[config.mk]
export PLATFORM = sky130hd
export DESIGN_NAME = activation_fp32
export DESIGN_NICKNAME = d
export VERILOG_FILES = /design/src/rtl/fp34_pkg.sv /design/src/rtl/leakyrelu_fp32.sv /design/src/rtl/relu_fp32.sv /design/src/rtl/activation_fp32.sv
export SDC_FILE = /design/constraint.sdc
export NUM_CORES = 1
export LEC_CHECK = 0
export ABC_CLOCK_PERIOD_IN_PS = 1090
export CORE_ASPECT_RATIO = 0.7
export CORE_MARGIN = 2
export CORE_UTILIZATION = 47
export DETAILED_ROUTE_END_ITERATION = 10
export GPL_TIMING_DRIVEN = 0
export PLACE_DENSITY = 0.76
export SLEW_MARGIN = 0
export SYNTH_ARGS = -nofsm -noshare
export SYNTH_HDL_FRONTEND = slang
export SYNTH_HIERARCHICAL = 1
export SYNTH_SLANG_ARGS = --single-unit
[constraint.sdc]
create_clock -name clk -period 1.09 [get_ports clk]
set_clock_uncertainty 0.15 [all_clocks]
set_input_delay 0.109 -clock clk [delete_from_list [all_inputs] [get_ports clk]]
set_output_delay 0.109 -clock clk [all_outputs]
set_load 0.01 [all_outputs]
[src/rtl/fp34_pkg.sv]
// Shared definitions for the 34-bit extended FP32 format: exn tag, sign, biased exponent, fraction.
package fp34_pkg;

  localparam logic [1:0] EXN_ZERO = 2'b00;
  localparam logic [1:0] EXN_NORM = 2'b01;
  localparam logic [1:0] EXN_INF  = 2'b10;
  localparam logic [1:0] EXN_NAN  = 2'b11;

  localparam int EXN_HI   = 33;
  localparam int EXN_LO   = 32;
  localparam int SIGN_BIT = 31;
  localparam int EXP_HI   = 30;
  localparam int EXP_LO   = 23;
  localparam int FRAC_HI  = 22;
  localparam int FRAC_LO  = 0;

  localparam logic [33:0] FP34_POS_ZERO_NORM = 34'h100000000;

  typedef struct packed {
    logic [1:0]  exn;
    logic        sign;
    logic [7:0]  exp;
    logic [22:0] frac;
  } fp34_t;

  // exn 1x covers both inf and NaN
  function automatic logic is_special(input logic [1:0] exn);
    return exn[1];
  endfunction

endpackage

[src/rtl/leakyrelu_fp32.sv]
// Combinational LeakyReLU with alpha = 2^-ALPHA_SHIFT, applied by exponent decrement only.
module leakyrelu_fp32
  import fp34_pkg::*;
#(
  parameter int ALPHA_SHIFT = 2
) (
  input  logic [33:0] X,
  output logic [33:0] Y
);

  localparam logic [7:0] SHIFT8 = 8'(ALPHA_SHIFT);

  fp34_t xf;
  assign xf = fp34_t'(X);

  always_comb begin
    Y = X;
    if (xf.exn == EXN_NORM && xf.sign) begin
      if (xf.exp > SHIFT8) begin
        Y[EXP_HI:EXP_LO] = xf.exp - SHIFT8;
      end else begin
        // Too small to scale: flush to negative zero rather than build a subnormal
        Y = {EXN_ZERO, 1'b1, 31'd0};
      end
    end
  end

endmodule

[src/rtl/relu_fp32.sv]
// Combinational ReLU on the 34-bit format; negative finite values become canonical +0.
module relu_fp32
  import fp34_pkg::*;
(
  input  logic [33:0] X,
  output logic [33:0] Y
);

  fp34_t xf;
  assign xf = fp34_t'(X);

  always_comb begin
    Y = X;
    if (!is_special(xf.exn) && xf.sign) begin
      Y = FP34_POS_ZERO_NORM;
    end
  end

endmodule

[src/rtl/activation_fp32.sv]
// Registered ReLU and LeakyReLU of one operand per accepted cycle, single-cycle latency.
module activation_fp32
  import fp34_pkg::*;
#(
  parameter int ALPHA_SHIFT = 2
) (
  input  logic        clk,
  input  logic        rst_n,
  input  logic        in_valid,
  input  logic [33:0] x,
  output logic        out_valid,
  output logic [33:0] y_relu,
  output logic [33:0] y_leaky
);

  logic [33:0] relu_comb;
  logic [33:0] leaky_comb;

  relu_fp32 u_relu (
    .X (x),
    .Y (relu_comb)
  );

  leakyrelu_fp32 #(
    .ALPHA_SHIFT (ALPHA_SHIFT)
  ) u_leaky (
    .X (x),
    .Y (leaky_comb)
  );

  always_ff @(posedge clk or negedge rst_n) begin
    if (!rst_n) begin
      out_valid <= 1'b0;
      y_relu    <= '0;
      y_leaky   <= '0;
    end else begin
      out_valid <= in_valid;
      // Data holds while idle; out_valid alone qualifies it
      if (in_valid) begin
        y_relu  <= relu_comb;
        y_leaky <= leaky_comb;
      end
    end
  end

endmodule

==> impl_metrics.yaml <==
outcome:
  status: "complete, but fails checks"
  failed_checks: "negative hold slack, negative setup slack"
grt:
  grt_overflow: 0
  grt_pass1_vias: 2564
  grt_pass1_wl_mm: 13.8
  grt_max_degree: 70
  track_usage: 0.232
  antenna_found_initial: 0
worst_setup_path:
  path_cells: "buf_12 > or3_4 > nand4b_4 > clkbuf_16 > and2_4 > mux2_4"
  required_ns: 1.17
  worst-path-max-fanout: 7
  slowest_delay_ns: 0.40
  start_kind: "input pin"
  critPathKind: "input pin to flip-flop"
  cp_slowest_cell: "or3_4"
  cp.arrival_ns: 1.56
  cp_top_family: "simple AND/OR/NAND/NOR gates"
  endpoint_kind: "flip-flop"
  cp_num_buf_inv: 2
place:
  place_area_um2: 4660
  dp_slack_ns: -1.23
  io_buffers: 105
  dp_hpwl_mm: 5.42
  gp_congestion: 0.867
die:
  floorplan.initialDensity: 0.495
  die_height_um: 75.4
  dieArea_um2: 7990
  io_pins: 106
  die_w_um: 106
  core_area_um2: 6910
  rows: 25
detailed_routing:
  vias_per_cell: 4.94
  wl_mm: 9.17
  drt_pre_antenna_iters: 4
  wl_per_cell_um: 17.5
  drc: 0
  vias: 2596
  drtAntennaViolNets: 0
  drt_iter0_drc: 82
final_layout:
  drive_gt1_frac: 0.696
  synthToLayoutAreaGrowth_pct: 57.9
  seq_area_um2: 1730
  layout.nets: 464
  insertedDiodeCount: 0
  fillCellCount: 437
  multi_input_area_um2: 1740
  fin_area_um2: 5400
power:
  powerDensity_nw_per_um2: 1370
  finalPower_mw: 7.40
  vdd_drop_max_mv: 0.792
  power.leakage_nw: 2.72
timing:
  fmaxAchievable_ghz: 0.677
  setup_viol: 100
  setup_tns_ns: -12.69
  hold_violations: 69
  period_share: 1.35
  worstMarginPinSlew_ns: 0.861
  slew_headroom: 0.426
  finalWorstSetupSlack_ns: -0.386
  post-route-min-period_ns: 1.48
  slew_violations: 0
  rsz0062_at_grt: "yes"
  whs_ns: -0.307
clocking:
  clk_pin_slew_ns: 0.08
  clkLatencyLatePin_ns: 0.33
  cts_made_buffers: 9
  cts_tree: "built"
  h-tree-depth: 3
  cts-root-buf: "clkbuf_8"
  cts.sinks: 69
  cts_buffer_depth: 2
yosys:
  synth_area_um2: 3420
  synth-seq-cells: 69
  syn_nets: 283
  synth_area_leaders: "dfrtp_1, mux2_2, and2_4"
  synth_warnings: 6
  yosysTopAreaCell: "dfrtp_1"
  syn_avg_cell_area_um2: 14.0
  postSynthCellCount: 245
  ys_types: 32
  synth_top_cell_area_share: 0.505
  synth_seq_area_share: 0.505
run:
  cap_viol_max_count: 0
hold_path:
  hold_class: "input pin to async pin"
-- worst reg2reg max path, cell delays in order (launching register included) --
cell and delay (ns):
dfrtp_1 0.40, buf_4 0.14, mux2_4 0.26
-- cells in the final DEF (no fill, tap or decap), types with 2 or more instances in the layout --
cell             instances
clkinvlp_4               2
buf_2                   55
buf_6                   33
dfrtp_1                 69
buf_12                   3
clkbuf_1                 3
o21ai_2                  3
buf_4                   51
inv_2                    2
mux2_4                  47
bufinv_16                3
and2_2                   2
nand2_1                  5
nand4b_4                 2
clkdlybuf4s50_1         23
or3_4                    2
buf_8                    5
nor3_4                   2
dlygate4sd3_1            4
dlymetal6s4s_1           2
and2_4                  43
and2_1                  13
mux2_2                  23
clkbuf_8                10
-- Yosys cell counts, drive strengths merged --
master,count
a21boi,1
a21oi,1
and2,58
and2b,1
and3,1
and3b,1
buf,13
clkbuf,3
dfrtp,69
ha,1
inv,2
mux2,70
nand2,6
nand2b,2
nand3b,1
nand4b,2
nor2b,1
nor3,2
nor4,2
o21ai,3
o31ai,1
or3,2
or4,1
xnor2,1
-- state kept, by name, indices dropped and copies added (netlist names) --
name,flops
out_valid,1
y_relu,34
y_leaky,34
-- power breakdown --
part	internal [mW]	switching (mW)	total (mW)
logic	1.15	0.683	1.84
registers	2.83	0.152	2.98
clock network	1.58	1.01	2.59
-- metrics by stage --
step	util	instances
2_1_floorplan	-	245
3_3_place_gp	0.675	444
3_5_place_dp	0.675	444
4_1_cts	0.748	511
5_1_grt	0.782	525
6_report	0.782	525
-- logic make-up after synthesis --
kind of cell / Yosys count / synth area share
AOI/OAI and AO/OA: 6 / 0.0102
DFF: 69 / 0.505
and+or+nand+nor: 80 / 0.183
muxes: 70 / 0.252
adders and majority gates: 1 / 0.00366
xor gates and xnor gates: 1 / 0.00256
buffers and inverters: 18 / 0.0432
-- routing by layer --
metal  vias up  GRT usage  part of all wire
met1      1302      0.322              0.46
met4         0     0.0629             0.013
met3        11     0.0642             0.063
li1       1200          -                 -
met2        83      0.365              0.46
met5         -          0                 0
-- area by class of cell --
cell class | count | area share
multi-input combinational | 159 | 0.323
sequential | 69 | 0.320
tap | 94 | 0.0218
inverter | 2 | 0.00139
buffer | 16 | 0.0313
clock inverter | 6 | 0.0204
timing repair buffer | 169 | 0.258
clock buffer | 10 | 0.0255
-- worst paths after layout --
path,cells after the start,to,slack (ns),from
setup reg to reg,2,y_leaky[23],0.03,y_leaky[23]
min in group clk,3,y_relu[32],0.01,x[32]
setup / recovery,6,y_leaky[21],-0.39,x[27]
hold / removal,1,y_relu[24],-0.31,rst_n
max in group asynchronous,1,y_relu[31],0.50,rst_n
hold reg to reg,1,y_relu[7],0.36,y_relu[7]
-- what timing repair did --
| action | in CTS | in global routing |
|---|---|---|
| setup endpoints to repair | 137 | 105 |
| hold endpoints to repair | 75 | 72 |
| hold buffers | 4 | 2 |
| cloned | 4 | 0 |
| pin swaps | 11 | 10 |
| setup buffers | 43 | 12 |
| gates resized for setup | 366 | 45 |
(Power assumes the default switching activity.)
==> RTL edit: new RTL, same flow settings <==
Register the output `y_relu` once more, with the module's reset; this adds one clock of latency there. The other outputs are not delayed to match.
--- a/src/rtl/activation_fp32.sv
+++ b/src/rtl/activation_fp32.sv
@@ -14,2 +14,4 @@
 );
+
+  logic [33:0] y_relu_s0;
 
@@ -33,3 +35,3 @@
       out_valid <= 1'b0;
-      y_relu    <= '0;
+      y_relu_s0 <= '0;
       y_leaky   <= '0;
@@ -39,3 +41,3 @@
       if (in_valid) begin
-        y_relu  <= relu_comb;
+        y_relu_s0 <= relu_comb;
         y_leaky <= leaky_comb;
@@ -45,2 +47,10 @@
 
+  always_ff @(posedge clk or negedge rst_n) begin
+    if (!rst_n) begin
+      y_relu <= '0;
+    end else begin
+      y_relu <= y_relu_s0;
+    end
+  end
+
 endmodule
Check against the original RTL: not equivalent (a bounded check fails within 4 cycles, from zero or initial values and one cycle with rst_n low).
==> RTL edit against the unedited design <==
The flow still finishes with violations (hold timing, setup timing). Critical path depth is 1 higher. Total power is 26% higher. Worst setup slack better by 0.055 ns. Clock power is 24% higher. Synthesized area is 25% higher. Final area is 15% higher. Cell count is 9.7% higher. Sequential cell count is 34 higher. Combinational power is 6% lower. Wire length is 9.3% higher. Largest power group unchanged. Highest routed layer unchanged.
==> RTL edit: results (changes against the unedited design) <==
Cells and area
  – Share of cells above drive strength 1: 0.642 (-0.0545)
  – Regs by FF count: y_leaky: 34 flops, y_relu: 34 flops, y_relu_s0: 34 flops
  – Nets: 485 (+4.5%)

Global route
  – Pin count of the biggest net entering global routing: 56 (-20%)
  – First-pass GRT wire length: 15800 um (+14%)
  – Tot GR Track Use: 0.212 (-0.0197)

Timing
  – Final hold vios: 54 (-22%)
  – Slew margin rel.: 0.523 (+0.0968)
  – Final WS setup: -0.332 ns (+0.0546 ns)
  – Setup violations, final: 91 (-9.0%)
  – WHS: -0.338 ns (-0.0308 ns)

Critical path
  – CP Launch Point: x[28]
  – FF-to-FF Start: y_leaky[19]
  – Endpoint of the worst register-to-register path: y_leaky[19]
  – Crit-path max FO: 5 (-2)

CTS
  – Hold Buf Count CTS: 3 (-1)
  – Worst-path clk slew: 0.07 ns
  – Clock root buffer: clkbuf_16

Route
  – DR vias/cell: 4.74 (-4.2%)
  – Final wirelength: 10000 um (+9.3%)

Status
  – Failing checks: hold timing, setup timing
  – Outcome: complete, but fails checks

Placement
  – Dpl hpwl: 6160 um (+14%)
  – Gpl congestion: 0.798 (-8.0%)
  – I/O Buffers: 105 (unchanged)
  – Pre-CTS setup slack: -1.21 ns (+0.0250 ns)

Yosys
  – Most frequent cells after synthesis: dfrtp_1, mux2_2, and2_4, mux2_4, and2_1
  – Cells taking the most area after synthesis: dfrtp_1, mux2_2, and2_4
  – Syn_nets: 317 (+12%)

Power
  – Max VDD drop: 0.00121 V (+53%)
RTL edit: how the worst max path moves through the flow:
stage | endpoint | slack [ns] | cells past startpoint
after CTS | y_leaky[7] | -0.33 | 7
final | y_leaky[7] | -0.33 | 7
after global routing | y_leaky[8] | -0.34 | 7
after global placement | y_relu[13] | -4.04 | 1
after detailed placement | y_leaky[7] | -1.21 | 6
after floorplan | y_leaky[29] | -0.45 | 4
RTL edit: area by class of cell:
cell class | count | area, um2
Buffer | 16 | 161
Clock buffer | 9 | 225
Clock inverter | 7 | 70.1
Fill cell | 634 | 2730
Inverter | 2 | 15.0
Multi-Input combinational cell | 159 | 1710
Sequential cell | 103 | 2580
Tap cell | 124 | 155
Timing Repair Buffer | 156 | 1330
RTL edit: stage by stage:
step	setup TNS (ns)	area (um2)	instances	hold WS, ns
2_1_floorplan	-12.76	4320	279	-0.337
3_3_place_gp	-472.27	5530	508	0.205
3_5_place_dp	-58.89	5550	509	0.0579
4_1_cts	-10.77	6100	568	-0.317
5_1_grt	-13.73	6240	576	-0.288
6_report	-10.78	6240	576	-0.338
RTL edit: critical path, stage by stage:
cell and delay [ns]:
buf_8 0.10, or3_4 0.38, nand4b_4 0.21, buf_12 0.17, buf_8 0.13, and2_4 0.13, mux2_4 0.26
RTL edit: where the power goes:
part | internal, mW | leakage (nW) | switching [mW]
Sequential | 4.23 | 1.24 | 0.184
Clock | 1.78 | 0.146 | 1.41
Combinational | 1.05 | 1.68 | 0.680
RTL edit: layer usage:
metal,share of wire,GRT usage
met1,0.47,0.297
met2,0.45,0.310
met3,0.058,0.0731
met4,0.018,0.0723
met5,0,0
RTL edit: timing repair:
item,CTS,global route
pin swaps,11,2
endpoints found under the setup margin,137,103
gates cloned,4,0
resized for setup,377,19
hold endpoints to repair,58,54
buffers inserted,36,8
RTL edit: logic make-up (layout without fill, tap and decap cells):
family,Yosys count,in the layout,share of synthesized area
buffers and inverters,18,190,0.0346
XOR/XNOR,1,1,0.00205
AND/OR/NAND/NOR,80,81,0.147
multiplexers,70,70,0.202
AO/OA/AOI/OAI,6,6,0.00820
flip-flops,103,103,0.603
adder cells (fa/ha/maj),1,1,0.00293
